## src/rtl/fft_bfly_sequencer_if.sv

```systemverilog
// Control/status bundle between the radix-2 FFT butterfly sequencer and the
// sample-RAM / twiddle-ROM / butterfly-datapath side.
interface fft_bfly_sequencer_if #(
  parameter int unsigned LOG2N = 9
);
  localparam int unsigned SW = $clog2(LOG2N);

  logic             start;
  logic             busy;
  logic             done;
  logic             rd_en;
  logic [LOG2N-1:0] rd_addr_a;
  logic [LOG2N-1:0] rd_addr_b;
  logic [LOG2N-2:0] tw_idx;
  logic             wr_en;
  logic [LOG2N-1:0] wr_addr_a;
  logic [LOG2N-1:0] wr_addr_b;
  logic [SW-1:0]    stage;

  modport master (
    input  start,
    output busy, done, rd_en, rd_addr_a, rd_addr_b, tw_idx,
           wr_en, wr_addr_a, wr_addr_b, stage
  );

  modport slave (
    output start,
    input  busy, done, rd_en, rd_addr_a, rd_addr_b, tw_idx,
           wr_en, wr_addr_a, wr_addr_b, stage
  );
endinterface

```

## src/rtl/fft_bfly_sequencer.sv

```systemverilog
// Stage-by-stage sequencer for an in-place radix-2 DIT FFT: issues one butterfly
// per cycle, drains the datapath between stages, and delays addresses to the write port.
module fft_bfly_sequencer #(
  parameter int unsigned LOG2N        = 9,
  parameter int unsigned BFLY_LATENCY = 3
) (
  input  logic                 clk,
  input  logic                 rst,
  fft_bfly_sequencer_if.master bus
);
  localparam int unsigned AW = LOG2N;
  localparam int unsigned KW = LOG2N - 1;
  localparam int unsigned SW = $clog2(LOG2N);
  localparam int unsigned DW = 4;

  typedef enum logic [1:0] {IDLE, ISSUE, DRAIN, DONE} state_e;

  typedef struct packed {
    logic          en;
    logic [AW-1:0] a;
    logic [AW-1:0] b;
  } wr_slot_t;

  state_e        state_q, state_d;
  logic [SW-1:0] s_q, s_d;
  logic [KW-1:0] k_q, k_d;
  logic [DW-1:0] drain_q, drain_d;

  logic          busy_q, busy_d;
  logic          done_q, done_d;
  logic          rd_en_q, rd_en_d;
  logic [AW-1:0] rd_addr_a_q, rd_addr_a_d;
  logic [AW-1:0] rd_addr_b_q, rd_addr_b_d;
  logic [KW-1:0] tw_idx_q, tw_idx_d;
  logic [SW-1:0] stage_q, stage_d;

  wr_slot_t      wr_pipe_q [BFLY_LATENCY];
  wr_slot_t      wr_pipe_d [BFLY_LATENCY];

  logic [AW-1:0] half, pos, grp, tw_full;
  logic [SW-1:0] tw_shift;

  always_comb begin : next_state
    state_d = state_q;
    s_d     = s_q;
    k_d     = k_q;
    drain_d = drain_q;
    unique case (state_q)
      IDLE: begin
        if (bus.start) begin
          state_d = ISSUE;
          s_d     = '0;
          k_d     = '0;
        end
      end
      ISSUE: begin
        if (&k_q) begin
          state_d = DRAIN;
          drain_d = '0;
        end else begin
          k_d = k_q + KW'(1);
        end
      end
      DRAIN: begin
        if (drain_q == DW'(BFLY_LATENCY - 1)) begin
          if (s_q == SW'(LOG2N - 1)) begin
            state_d = DONE;
          end else begin
            state_d = ISSUE;
            s_d     = s_q + SW'(1);
            k_d     = '0;
          end
        end else begin
          drain_d = drain_q + DW'(1);
        end
      end
      DONE:    state_d = IDLE;
      default: state_d = IDLE;
    endcase
  end

  // Outputs are derived from the next state so they register alongside it,
  // putting the first read in the cycle right after start is sampled.
  always_comb begin : addr_gen
    busy_d   = (state_d != IDLE);
    done_d   = (state_d == DONE);
    rd_en_d  = (state_d == ISSUE);
    stage_d  = (state_d == IDLE) ? '0 : s_d;

    half     = AW'(1) << s_d;
    pos      = AW'(k_d) & (half - AW'(1));
    grp      = AW'(k_d) >> s_d;
    tw_shift = SW'(LOG2N - 1) - s_d;
    tw_full  = pos << tw_shift;

    rd_addr_a_d = '0;
    rd_addr_b_d = '0;
    tw_idx_d    = '0;
    if (rd_en_d) begin
      rd_addr_a_d = ((grp << s_d) << 1) | pos;
      rd_addr_b_d = rd_addr_a_d + half;
      tw_idx_d    = tw_full[KW-1:0];
    end
  end

  always_comb begin : wr_delay
    wr_pipe_d[0] = {rd_en_q, rd_addr_a_q, rd_addr_b_q};
    for (int unsigned i = 1; i < BFLY_LATENCY; i++) begin
      wr_pipe_d[i] = wr_pipe_q[i-1];
    end
  end

  always_ff @(posedge clk) begin
    if (rst) begin
      state_q     <= IDLE;
      s_q         <= '0;
      k_q         <= '0;
      drain_q     <= '0;
      busy_q      <= 1'b0;
      done_q      <= 1'b0;
      rd_en_q     <= 1'b0;
      rd_addr_a_q <= '0;
      rd_addr_b_q <= '0;
      tw_idx_q    <= '0;
      stage_q     <= '0;
      for (int unsigned i = 0; i < BFLY_LATENCY; i++) begin
        wr_pipe_q[i] <= '0;
      end
    end else begin
      state_q     <= state_d;
      s_q         <= s_d;
      k_q         <= k_d;
      drain_q     <= drain_d;
      busy_q      <= busy_d;
      done_q      <= done_d;
      rd_en_q     <= rd_en_d;
      rd_addr_a_q <= rd_addr_a_d;
      rd_addr_b_q <= rd_addr_b_d;
      tw_idx_q    <= tw_idx_d;
      stage_q     <= stage_d;
      wr_pipe_q   <= wr_pipe_d;
    end
  end

  assign bus.busy      = busy_q;
  assign bus.done      = done_q;
  assign bus.rd_en     = rd_en_q;
  assign bus.rd_addr_a = rd_addr_a_q;
  assign bus.rd_addr_b = rd_addr_b_q;
  assign bus.tw_idx    = tw_idx_q;
  assign bus.stage     = stage_q;
  assign bus.wr_en     = wr_pipe_q[BFLY_LATENCY-1].en;
  assign bus.wr_addr_a = wr_pipe_q[BFLY_LATENCY-1].a;
  assign bus.wr_addr_b = wr_pipe_q[BFLY_LATENCY-1].b;
endmodule

```

## src/flat_wrapper.sv

```systemverilog
// flat-port wrapper written by rule: the top's interface ports become plain ports
module fft_bfly_sequencer_flat 
#(
  parameter int unsigned LOG2N        = 9,
  parameter int unsigned BFLY_LATENCY = 3
)
  (clk, rst, bus_start, bus_busy, bus_done, bus_rd_en, bus_rd_addr_a, bus_rd_addr_b, bus_tw_idx, bus_wr_en, bus_wr_addr_a, bus_wr_addr_b, bus_stage);
  fft_bfly_sequencer_if #(.LOG2N(LOG2N)) bus_i ();
  input  logic clk;
  input  logic rst;
  input wire logic [$bits(bus_i.start)-1:0] bus_start;
  output wire logic [$bits(bus_i.busy)-1:0] bus_busy;
  output wire logic [$bits(bus_i.done)-1:0] bus_done;
  output wire logic [$bits(bus_i.rd_en)-1:0] bus_rd_en;
  output wire logic [$bits(bus_i.rd_addr_a)-1:0] bus_rd_addr_a;
  output wire logic [$bits(bus_i.rd_addr_b)-1:0] bus_rd_addr_b;
  output wire logic [$bits(bus_i.tw_idx)-1:0] bus_tw_idx;
  output wire logic [$bits(bus_i.wr_en)-1:0] bus_wr_en;
  output wire logic [$bits(bus_i.wr_addr_a)-1:0] bus_wr_addr_a;
  output wire logic [$bits(bus_i.wr_addr_b)-1:0] bus_wr_addr_b;
  output wire logic [$bits(bus_i.stage)-1:0] bus_stage;
  assign bus_i.start = bus_start;
  assign bus_busy = bus_i.busy;
  assign bus_done = bus_i.done;
  assign bus_rd_en = bus_i.rd_en;
  assign bus_rd_addr_a = bus_i.rd_addr_a;
  assign bus_rd_addr_b = bus_i.rd_addr_b;
  assign bus_tw_idx = bus_i.tw_idx;
  assign bus_wr_en = bus_i.wr_en;
  assign bus_wr_addr_a = bus_i.wr_addr_a;
  assign bus_wr_addr_b = bus_i.wr_addr_b;
  assign bus_stage = bus_i.stage;
  fft_bfly_sequencer #(.LOG2N(LOG2N), .BFLY_LATENCY(BFLY_LATENCY)) u_core (.clk(clk), .rst(rst), .bus(bus_i));
endmodule
```

## config.mk

```make
export PLATFORM = sky130hd
export DESIGN_NAME = fft_bfly_sequencer_flat
export DESIGN_NICKNAME = d
export VERILOG_FILES = /design/src/rtl/fft_bfly_sequencer_if.sv /design/src/rtl/fft_bfly_sequencer.sv /design/src/flat_wrapper.sv
export SDC_FILE = /design/constraint.sdc
export NUM_CORES = 1
export LEC_CHECK = 0
export CAP_MARGIN = 30
export CORE_MARGIN = 1.5
export CORE_UTILIZATION = 35
export CTS_CLUSTER_DIAMETER = 100
export CTS_CLUSTER_SIZE = 20
export DETAILED_ROUTE_END_ITERATION = 16
export PLACE_DENSITY = 0.56
export SLEW_MARGIN = 40
export SYNTH_ARGS = -nofsm -noshare
export SYNTH_HDL_FRONTEND = slang
export SYNTH_SLANG_ARGS = --single-unit
```

## constraint.sdc

```tcl
create_clock -name clk -period 8.4 [get_ports clk]
set_input_delay 0.84 -clock clk [delete_from_list [all_inputs] [get_ports clk]]
set_output_delay 0.84 -clock clk [all_outputs]
set_load 0.005 [all_outputs]
```

==> results.sh, run 1 <==
export IMPL_initial_core_util_pct=36.0
export IMPL_synth_area_per_cell_um2=8.98
export IMPL_cts_root_buf="clkbuf_16"
export IMPL_cts_tree="done"
export IMPL_synth_area_um2=5020
export IMPL_fin_util_pct=42.0
export IMPL_final_layout_size_suffix_gt1_share_pct=6.14
export IMPL_clock_sinks=108
export IMPL_use_met2_pct=26.5
export IMPL_start_kind="input pin"
export IMPL_grt_use_met3_pct=4.65
export IMPL_drt_wl_total_um=12500
export IMPL_avgRoutedWirePerCell_um=16.3
export IMPL_use_met1_pct=21.7
export IMPL_port_buffers=54
export IMPL_slew_viol_final=0
export IMPL_syn_inst=559
export IMPL_fin_skew_ns=0.00700
export IMPL_yosys_warnings=0
export IMPL_cts_buffers=9
export IMPL_synthFlopType="dfxtp_1"
export IMPL_htreeDepth=3
export IMPL_hold_class="flop to flop"
export IMPL_power_density_nw_per_um2=168
export IMPL_slew_headroom_pct=43.7
export IMPL_layout_nets=608
export IMPL_drt_iter0_markers=341
export IMPL_die_area_um2=15100
export IMPL_rr_startpoint="u_core.state_q[0]"
export IMPL_r2r_end="u_core.bus.rd_addr_b[8]"
export IMPL_p_leak_nw=2.26
export IMPL_rsz0062_at_grt="no"
export IMPL_remaining_drc_errors=0
export IMPL_grt_antenna_before_repair=0
export IMPL_grt_ovfl_total=0
export IMPL_insertion_delay_ns=0.36
export IMPL_busiest_layer="met2"
export IMPL_setup_worst_path_end="u_core.bus.rd_addr_b[8]"
export IMPL_num_antenna_cells=0
export IMPL_crit_arrival_ns=6.00
export IMPL_fin_crit_sh_pct=68.7
export IMPL_end_kind="flop"
export IMPL_core_area_um2=13900
export IMPL_area_growth_pct=16.6
export IMPL_critPathLaunch="bus_start"
export IMPL_synth_area_top_cells="dfxtp_1 (43%), nor2b_1 (7.7%), ha_1 (5.7%), nor2_1 (4.0%), buf_4 (2.7%)"
export IMPL_gp_congestion=0.911
export IMPL_clk_path_buf_depth=2
export IMPL_yosysTopAreaCellShare_pct=43.0
export IMPL_synth_largest_area_cell="dfxtp_1"
export IMPL_grt_start_max_net_pins=75
export IMPL_fmaxAchievable_mhz=173
export IMPL_path_max_fanout=16
export IMPL_grt_use_total_pct=17.0
export IMPL_r2r_slack_ns=2.63
export IMPL_final_antenna_net_count=0
export IMPL_die_w_um=123
export IMPL_synth_edf_count=0
export IMPL_clk_pin_slew_ns=0.07
export IMPL_grt_pass1_vias=3669
export IMPL_vias=4056
export IMPL_drt_pass1_iter_count=5
export IMPL_maxCapViolCount=0
export IMPL_ctsResizeCount=0
export IMPL_postSynth_asyncResetShare_pct=0
export IMPL_hold_buffers=0
export IMPL_syn_num_nets=586
export IMPL_irDropWorstVdd_mv=0.0806
export IMPL_die_h_um=123
export IMPL_dp_hpwl_um=9210
export IMPL_ys_ff_latch=108
export IMPL_netlist_cell_type_count=66
export IMPL_setup_viol=0
export IMPL_tns_ns=0
export IMPL_outcome="finished clean"
export IMPL_tightest_slew_ns=0.834
export IMPL_period_minus_slack_ns=5.77
export IMPL_synth_yosys_seq_area_share_pct=43.0
export IMPL_critPathKind="input pin to flop"
export IMPL_vias_per_cell=5.30
export IMPL_grt_pass1_wl_um=19300
export IMPL_reg2regPathDepth=21
export IMPL_post_cts_buffers=0
export IMPL_ios=55
export IMPL_rows=43
export IMPL_hold_viol=0
export IMPL_critPathRequiredTime_ns=8.63
[power by group]
part	internal, W	leakage (nW)	total (W)	switching [W]
Combinational	0.0000211	1.24	0.0000574	0.0000364
Sequential	0.000519	0.872	0.000522	0.00000360
Clock	0.000213	0.146	0.000407	0.000194
Total	0.000753	2.26	0.000987	0.000234
[cells in the final DEF, fill, tap and decap left out, types with 2 or more instances in the layout]
master	netlist	layout
a41oi_1	2	2
nand2_1	31	31
o211ai_1	7	7
nand4b_1	2	2
buf_4	18	2
o22ai_1	4	4
nor3_1	12	12
a211oi_1	11	11
mux2i_1	4	4
a2bb2oi_1	4	4
clkbuf_16	0	9
xnor2_1	8	8
clkdlybuf4s50_1	0	53
or2_2	3	3
o31ai_1	7	7
and3_1	13	13
nor2_1	53	53
o21ai_0	13	13
a31oi_1	10	10
inv_1	21	21
a2111o_1	3	3
nand4_1	9	9
nand3_1	14	14
clkinv_2	0	3
o21a_1	4	4
and2_1	7	7
ha_1	23	23
xor2_1	3	3
or4_4	2	2
a21boi_0	5	5
a21oi_1	23	23
mux2_2	2	2
nor2b_1	62	62
inv_8	0	2
dfxtp_1	108	108
o311ai_0	2	2
nor3b_1	2	2
o21bai_1	3	3
a21o_1	8	8
[synthesized netlist by cell type (8+ instances only)]
cell type    n
a211oi_1    11
a21o_1       8
a21oi_1     23
a31oi_1     10
and3_1      13
buf_4       18
clkbuf_1    20
dfxtp_1    108
ha_1        23
inv_1       21
nand2_1     31
nand3_1     14
nand4_1      9
nor2_1      53
nor2b_1     62
nor3_1      12
o21ai_0     13
xnor2_1      8
[per-stage QoR]
stage	hold slack, ns	setup WS (ns)	instances	total power [W]	instance area, um2
2_1_floorplan	0.414	3.53	559	0.000571	5020
3_3_place_gp	0.417	2.54	750	0.000591	5560
3_5_place_dp	0.420	2.38	750	0.000592	5570
4_1_cts	0.437	2.75	766	0.000999	5860
5_1_grt	0.451	2.13	766	0.00103	5860
6_report	0.434	2.63	766	0.000987	5860
[flip-flops by register name, indices dropped and copies added (netlist names), 2 cells and up]
| register | count |
|---|---|
| u_core.bus.tw_idx | 8 |
| u_core.bus.stage | 4 |
| u_core.state_q | 2 |
| u_core.bus.rd_addr_a | 9 |
| u_core.k_q | 8 |
| u_core.s_q | 4 |
| u_core.bus.wr_addr_a | 9 |
| u_core.drain_q | 4 |
| u_core.wr_pipe_d | 38 |
| u_core.bus.wr_addr_b | 9 |
| u_core.bus.rd_addr_b | 9 |
[per-layer routing]
layer / part of all wire (%) / vias up
met5: 0 / -
met4: 3.2 / 0
met3: 5.8 / 35
met2: 45 / 142
met1: 46 / 1899
li1: - / 1980
[final cells by class]
cell class	instances	area (um2)
Clock buffer	10	239
Multi-Input combinational cell	384	2550
Fill cell	1380	8080
Sequential cell	108	2160
Timing Repair Buffer	56	551
Inverter	22	82.6
Clock inverter	6	46.3
Tap cell	180	225
[critical path: stages]
cell             delay [ns]
clkdlybuf4s50_1        0.55
mux2i_1                0.15
a2bb2oi_1              0.31
nand2_1                0.41
inv_1                  0.53
ha_1                   0.27
ha_1                   0.22
nand4_1                0.16
ha_1                   0.28
or4_4                  0.55
a21o_1                 0.22
o31ai_1                0.09
ha_1                   0.33
a21o_1                 0.19
a21oi_1                0.22
o21bai_1               0.09
a21oi_1                0.22
o21ai_0                0.15
xnor2_1                0.17
nor2_1                 0.05
[logic make-up after synthesis]
| kind of cell | Yosys count | share of synthesized area, % |
|---|---|---|
| buf+inv | 67 | 6.50 |
| xor+xnor | 11 | 1.92 |
| compound gates | 123 | 17.6 |
| mux | 6 | 1.25 |
| fa+ha+maj | 24 | 6.13 |
| flops | 108 | 43.0 |
| other cells | 1 | 0.0747 |
| simple gates | 219 | 23.4 |
[how the worst min path moves through the flow]
stage	depth (start not counted)	end	from
2_1_floorplan	1	u_core.bus.wr_addr_a[0]	u_core.wr_pipe_d[9]
3_3_place_gp	1	u_core.bus.wr_addr_a[3]	u_core.wr_pipe_d[12]
3_5_place_dp	1	u_core.bus.wr_addr_a[3]	u_core.wr_pipe_d[12]
4_1_cts	1	u_core.bus.wr_addr_b[7]	u_core.wr_pipe_d[7]
5_1_grt	1	u_core.wr_pipe_d[15]	u_core.wr_pipe_d[34]
6_report	1	u_core.wr_pipe_d[10]	u_core.wr_pipe_d[29]
No activity file was read; power rests on OpenSTA's default activity.
==> run 2, diff against run 1 <==
clock period = 6 ns   (was 8.4 ns; I/O delays follow)
==> results.sh, run 2 (same netlist as run 1, synthesis figures left out) <==
export IMPL_outcome="finished clean"
export IMPL_grt_pass1_wl_um=20400
export IMPL_critPathKind="flop to flop"
export IMPL_dp_cells=756
export IMPL_slew_headroom_pct=50.4
export IMPL_slew_viol_final=0
export IMPL_post_cts_buffers=0
export IMPL_drt_iter0_markers=335
export IMPL_clk_pin_slew_ns=0.07
export IMPL_hold_class="flop to flop"
export IMPL_largest_reg_flops=38
export IMPL_ios=55
export IMPL_irDropWorstVdd_mv=0.159
export IMPL_power_total_w=0.00142
export IMPL_cts_buffers=9
export IMPL_end_kind="flop"
export IMPL_fmaxAchievable_mhz=196
export IMPL_die_area_um2=15100
export IMPL_htreeDepth=3
export IMPL_setup_viol=0
export IMPL_grt_use_total_pct=17.8
export IMPL_fill_cells=1354
export IMPL_cts_root_buf="clkbuf_16"
export IMPL_gp_congestion=0.939
export IMPL_initial_core_util_pct=36.0
export IMPL_grt_pass1_vias=3710
export IMPL_power_density_nw_per_um2=241
export IMPL_rows=43
export IMPL_remaining_drc_errors=0
export IMPL_layout_nets=614
export IMPL_avgRoutedWirePerCell_um=16.6
export IMPL_insertion_delay_ns=0.35
export IMPL_start_kind="flop"
export IMPL_hold_buffers=0
export IMPL_path_max_fanout=13
export IMPL_port_buffers=54
export IMPL_tightest_slew_ns=0.744
export IMPL_rsz0062_at_grt="no"
export IMPL_drt_wl_total_um=12800
export IMPL_final_layout_size_suffix_gt1_share_pct=6.93
export IMPL_area_growth_pct=17.8
export IMPL_fin_crit_sh_pct=85.1
export IMPL_crit_arrival_ns=5.34
export IMPL_fin_util_pct=42.4
export IMPL_dp_hpwl_um=9290
export IMPL_period_minus_slack_ns=5.11
export IMPL_max_stage_delay_ns=0.55
export IMPL_crit_chain="inv_1, ha_1, nor3b_2, a21o_1, a31oi_1, buf_4, inv_1, ha_1, ha_1, nand4_1, ha_1, or4_4, a21o_1, o31ai_1, ha_1, a21o_1, a21oi_1, o21bai_1, a21oi_1, o21ai_0, xnor2_1, nor2_1"
export IMPL_final_cell_mix="dfxtp_1 (108), nor2b_1 (62), nor2_1 (53), clkdlybuf4s50_1 (53), nand2_1 (31)"
export IMPL_die_h_um=123
export IMPL_clock_sinks=108
export IMPL_num_antenna_cells=0
export IMPL_vias=4032
export IMPL_cpMostUsedCell="ha_1"
export IMPL_core_area_um2=13900
export IMPL_final_cells=772
export IMPL_hold_viol=0
export IMPL_final_antenna_net_count=0
export IMPL_clk_path_buf_depth=2
export IMPL_ctsResizeCount=0
export IMPL_tns_ns=0
export IMPL_drt_pass1_iter_count=5
export IMPL_critPathSlowestCell="or4_4"
export IMPL_cts_tree="done"
export IMPL_grt_ovfl_total=0
export IMPL_grt_antenna_before_repair=0
export IMPL_vias_per_cell=5.22
export IMPL_fin_skew_ns=0.0111
export IMPL_maxCapViolCount=0
export IMPL_p_leak_nw=2.28
export IMPL_grt_start_max_net_pins=75
export IMPL_die_w_um=123
export IMPL_critPathRequiredTime_ns=6.24
export IMPL_layout_commonest_cell="dfxtp_1"
==> run 2: changes by cell type in the layout (fill, tap and decap cells not counted) <==
cell,previous run,this run
clkinvlp_4,0,1
clkbuf_1,0,1
clkinv_2,3,0
buf_4,2,8
o221ai_4,1,0
clkinv_4,0,1
bufinv_16,0,1
inv_8,2,1
o221ai_2,0,1
==> run 2: routing by layer <==
layer  wire length [um]  up-vias  GRT usage, %  part of all wire (%)
met1               5960     1867          24.1                    46
met5                  0        -             0                     0
met2               5920      150          28.2                    46
met3                727       19          4.37                   5.7
li1                   -     1996             -                     -
met4                224        0          4.87                   1.7
==> run 2: critical path: cells and delay by family, from the launching register on <==
family,cells,cell delay (ns)
flip-flops,1,0.35
AND/OR/NAND/NOR,4,1.31
adder cells (fa/ha/maj),5,1.24
AO/OA/AOI/OAI,9,1.56
buffers and inverters,3,0.37
XOR/XNOR,1,0.16
==> run 2: final timing paths <==
kind / start / to / slack [ns] / depth (start not counted)
hold reg to reg: u_core.wr_pipe_d[36] / u_core.wr_pipe_d[17] / 0.43 / 1
setup reg to reg: u_core.drain_q[0] / u_core.bus.rd_addr_b[8] / 0.89 / 22
setup / recovery: u_core.drain_q[0] / u_core.bus.rd_addr_b[8] / 0.89 / 22
hold / removal: u_core.wr_pipe_d[36] / u_core.wr_pipe_d[17] / 0.43 / 1
==> run 2: final cells by class <==
class / instances / area, um2 / share of cell area, %
clock buffer: 11 / 243 / 4.10
clock inverter: 5 / 66.3 / 1.12
inverter: 22 / 82.6 / 1.40
multi-input combinational: 384 / 2540 / 42.9
sequential: 108 / 2160 / 36.6
tap: 180 / 225 / 3.81
timing repair buffer: 62 / 596 / 10.1
==> run 2: stage by stage <==
| stage | cell area, um2 | setup WS, ns | hold WS, ns |
|---|---|---|---|
| 4_1_cts | 5910 | 0.917 | 0.435 |
| 3_3_place_gp | 5610 | 0.995 | 0.416 |
| 3_5_place_dp | 5610 | 0.837 | 0.420 |
| 2_1_floorplan | 5020 | 1.13 | 0.414 |
| 5_1_grt | 5910 | 0.395 | 0.453 |
| 6_report | 5910 | 0.895 | 0.433 |
==> run 2: report_power, final <==
part / leakage, nW / switching [W] / internal, W
sequential: 0.872 / 0.00000493 / 0.000726
combinational: 1.26 / 0.0000517 / 0.0000297
clock: 0.148 / 0.000270 / 0.000341
total: 2.28 / 0.000327 / 0.00110
==> run 3, diff against run 2 <==
CORE_ASPECT_RATIO = 1.1   (was not set)
==> results.sh, run 3 (same netlist as run 1, synthesis figures left out) <==
export IMPL_layout_nets=616
export IMPL_final_layout_size_suffix_gt1_share_pct=7.25
export IMPL_final_cell_mix="dfxtp_1 (108), nor2b_1 (62), nor2_1 (53), clkdlybuf4s50_1 (53), nand2_1 (31)"
export IMPL_die_h_um=129
export IMPL_ctsResizeCount=0
export IMPL_initial_core_util_pct=36.1
export IMPL_ios=55
export IMPL_avgRoutedWirePerCell_um=16.3
export IMPL_remaining_drc_errors=0
export IMPL_clk_path_buf_depth=2
export IMPL_num_antenna_cells=0
export IMPL_dp_hpwl_um=9510
export IMPL_max_stage_delay_ns=0.56
export IMPL_largest_reg_flops=38
export IMPL_grt_use_met3_pct=3.16
export IMPL_post_cts_buffers=0
export IMPL_grt_ovfl_total=0
export IMPL_vias=4021
export IMPL_crit_chain="inv_1, ha_1, inv_1, a21o_1, a31oi_1, buf_4, ha_1, nand2_1, ha_1, or4_4, a21o_1, o31ai_1, ha_1, a21o_1, a21o_1, a21oi_1, o21bai_1, a21oi_1, xor2_1, nor2_1"
export IMPL_tightest_slew_ns=0.730
export IMPL_fin_skew_ns=0.0134
export IMPL_critPathKind="flop to flop"
export IMPL_irDropWorstVdd_mv=0.156
export IMPL_drt_wl_total_um=12700
export IMPL_grt_pass1_wl_um=20400
export IMPL_cts_root_buf="clkbuf_16"
export IMPL_power_density_nw_per_um2=232
export IMPL_insertion_delay_ns=0.34
export IMPL_die_w_um=117
export IMPL_slew_viol_final=0
export IMPL_die_area_um2=15100
export IMPL_power_total_w=0.00137
export IMPL_vias_per_cell=5.15
export IMPL_start_kind="flop"
export IMPL_critPathSlowestCell="or4_4"
export IMPL_fin_crit_sh_pct=84.1
export IMPL_maxCapViolCount=0
export IMPL_fmaxAchievable_mhz=198
export IMPL_drt_pass1_iter_count=5
export IMPL_hold_buffers=0
export IMPL_busiest_layer="met2"
export IMPL_layout_commonest_cell="dfxtp_1"
export IMPL_use_met1_pct=22.3
export IMPL_final_antenna_net_count=0
export IMPL_slew_headroom_pct=51.4
export IMPL_p_leak_nw=2.28
export IMPL_setup_viol=0
export IMPL_port_buffers=54
export IMPL_grt_start_max_net_pins=75
export IMPL_path_delay_family="compound AO/OA/AOI/OAI gates"
export IMPL_critPathRequiredTime_ns=6.22
export IMPL_path_max_fanout=13
export IMPL_htreeDepth=3
export IMPL_use_met2_pct=30.4
export IMPL_cts_buffers=9
export IMPL_rsz0062_at_grt="no"
export IMPL_crit_buf_inv=3
export IMPL_crit_arrival_ns=5.27
export IMPL_drt_iter0_markers=311
export IMPL_clk_pin_slew_ns=0.08
export IMPL_grt_pass1_vias=3838
export IMPL_grt_use_total_pct=17.7
export IMPL_area_growth_pct=17.7
export IMPL_period_minus_slack_ns=5.05
export IMPL_gp_congestion=0.908
export IMPL_cts_tree="done"
export IMPL_hold_viol=0
export IMPL_outcome="finished clean"
export IMPL_grt_antenna_before_repair=0
export IMPL_core_area_um2=13900
export IMPL_end_kind="flop"
export IMPL_rows=45
export IMPL_clock_sinks=108
export IMPL_hold_class="flop to flop"
export IMPL_tns_ns=0
[run 3: cell count changes in the layout (fill, tap and decap cells not counted)]
cell | before | now
clkbuf_1 | 1 | 0
clkbuf_8 | 1 | 0
inv_6 | 1 | 0
clkinvlp_4 | 1 | 0
clkinv_4 | 1 | 4
buf_4 | 8 | 10
bufinv_16 | 1 | 0
inv_8 | 1 | 2
[run 3: final cells by class]
type                            count  area (um2)
Sequential cell                   108        2160
Timing Repair Buffer               64         611
Inverter                           22        82.6
Clock buffer                        9         225
Clock inverter                      6        57.6
Multi-Input combinational cell    384        2540
Fill cell                        1387        7990
Tap cell                          188         235
[run 3: metrics by stage]
step | cells | hold slack (ns) | area [um2] | utilization [%] | setup WS [ns]
after floorplan | 559 | 0.414 | 5020 | - | 1.13
after CTS | 781 | 0.435 | 5910 | 42.5 | 0.957
after global placement | 766 | 0.416 | 5630 | 40.5 | 1.01
after global routing | 781 | 0.455 | 5910 | 42.5 | 0.505
after detailed placement | 766 | 0.421 | 5630 | 40.5 | 0.891
final | 781 | 0.433 | 5910 | 42.5 | 0.954
[run 3: power by group]
part | switching [W] | leakage, nW | internal, W | total [W]
logic | 0.0000517 | 1.27 | 0.0000299 | 0.0000816
clock network | 0.000269 | 0.139 | 0.000288 | 0.000557
registers | 0.00000494 | 0.872 | 0.000726 | 0.000731
[run 3: final timing paths]
| kind | depth (start not counted) | start | slack [ns] | endpoint |
|---|---|---|---|---|
| worst max-delay path | 20 | u_core.state_q[0] | 0.95 | u_core.bus.rd_addr_b[7] |
| worst min-delay path | 1 | u_core.wr_pipe_d[35] | 0.43 | u_core.wr_pipe_d[16] |
| worst max register to register | 20 | u_core.state_q[0] | 0.95 | u_core.bus.rd_addr_b[7] |
| worst min register to register | 1 | u_core.wr_pipe_d[35] | 0.43 | u_core.wr_pipe_d[16] |
[run 3: worst reg2reg max path, cell delays in order, from the launching register on]
cell      delay [ns]
dfxtp_1         0.36
inv_1           0.12
ha_1            0.47
inv_1           0.25
a21o_1          0.25
a31oi_1         0.37
buf_4           0.22
ha_1            0.22
nand2_1         0.11
ha_1            0.28
or4_4           0.56
a21o_1          0.22
o31ai_1         0.08
ha_1            0.32
a21o_1          0.20
a21o_1          0.18
a21oi_1         0.22
o21bai_1        0.10
a21oi_1         0.18
xor2_1          0.16
nor2_1          0.05
[run 3: routing by layer]
| metal | up-vias | part of all wire, % |
|---|---|---|
| li1 | 1998 | - |
| met1 | 1898 | 45 |
| met2 | 109 | 49 |
| met3 | 16 | 3.9 |
| met4 | 0 | 1.9 |
| met5 | - | 0 |
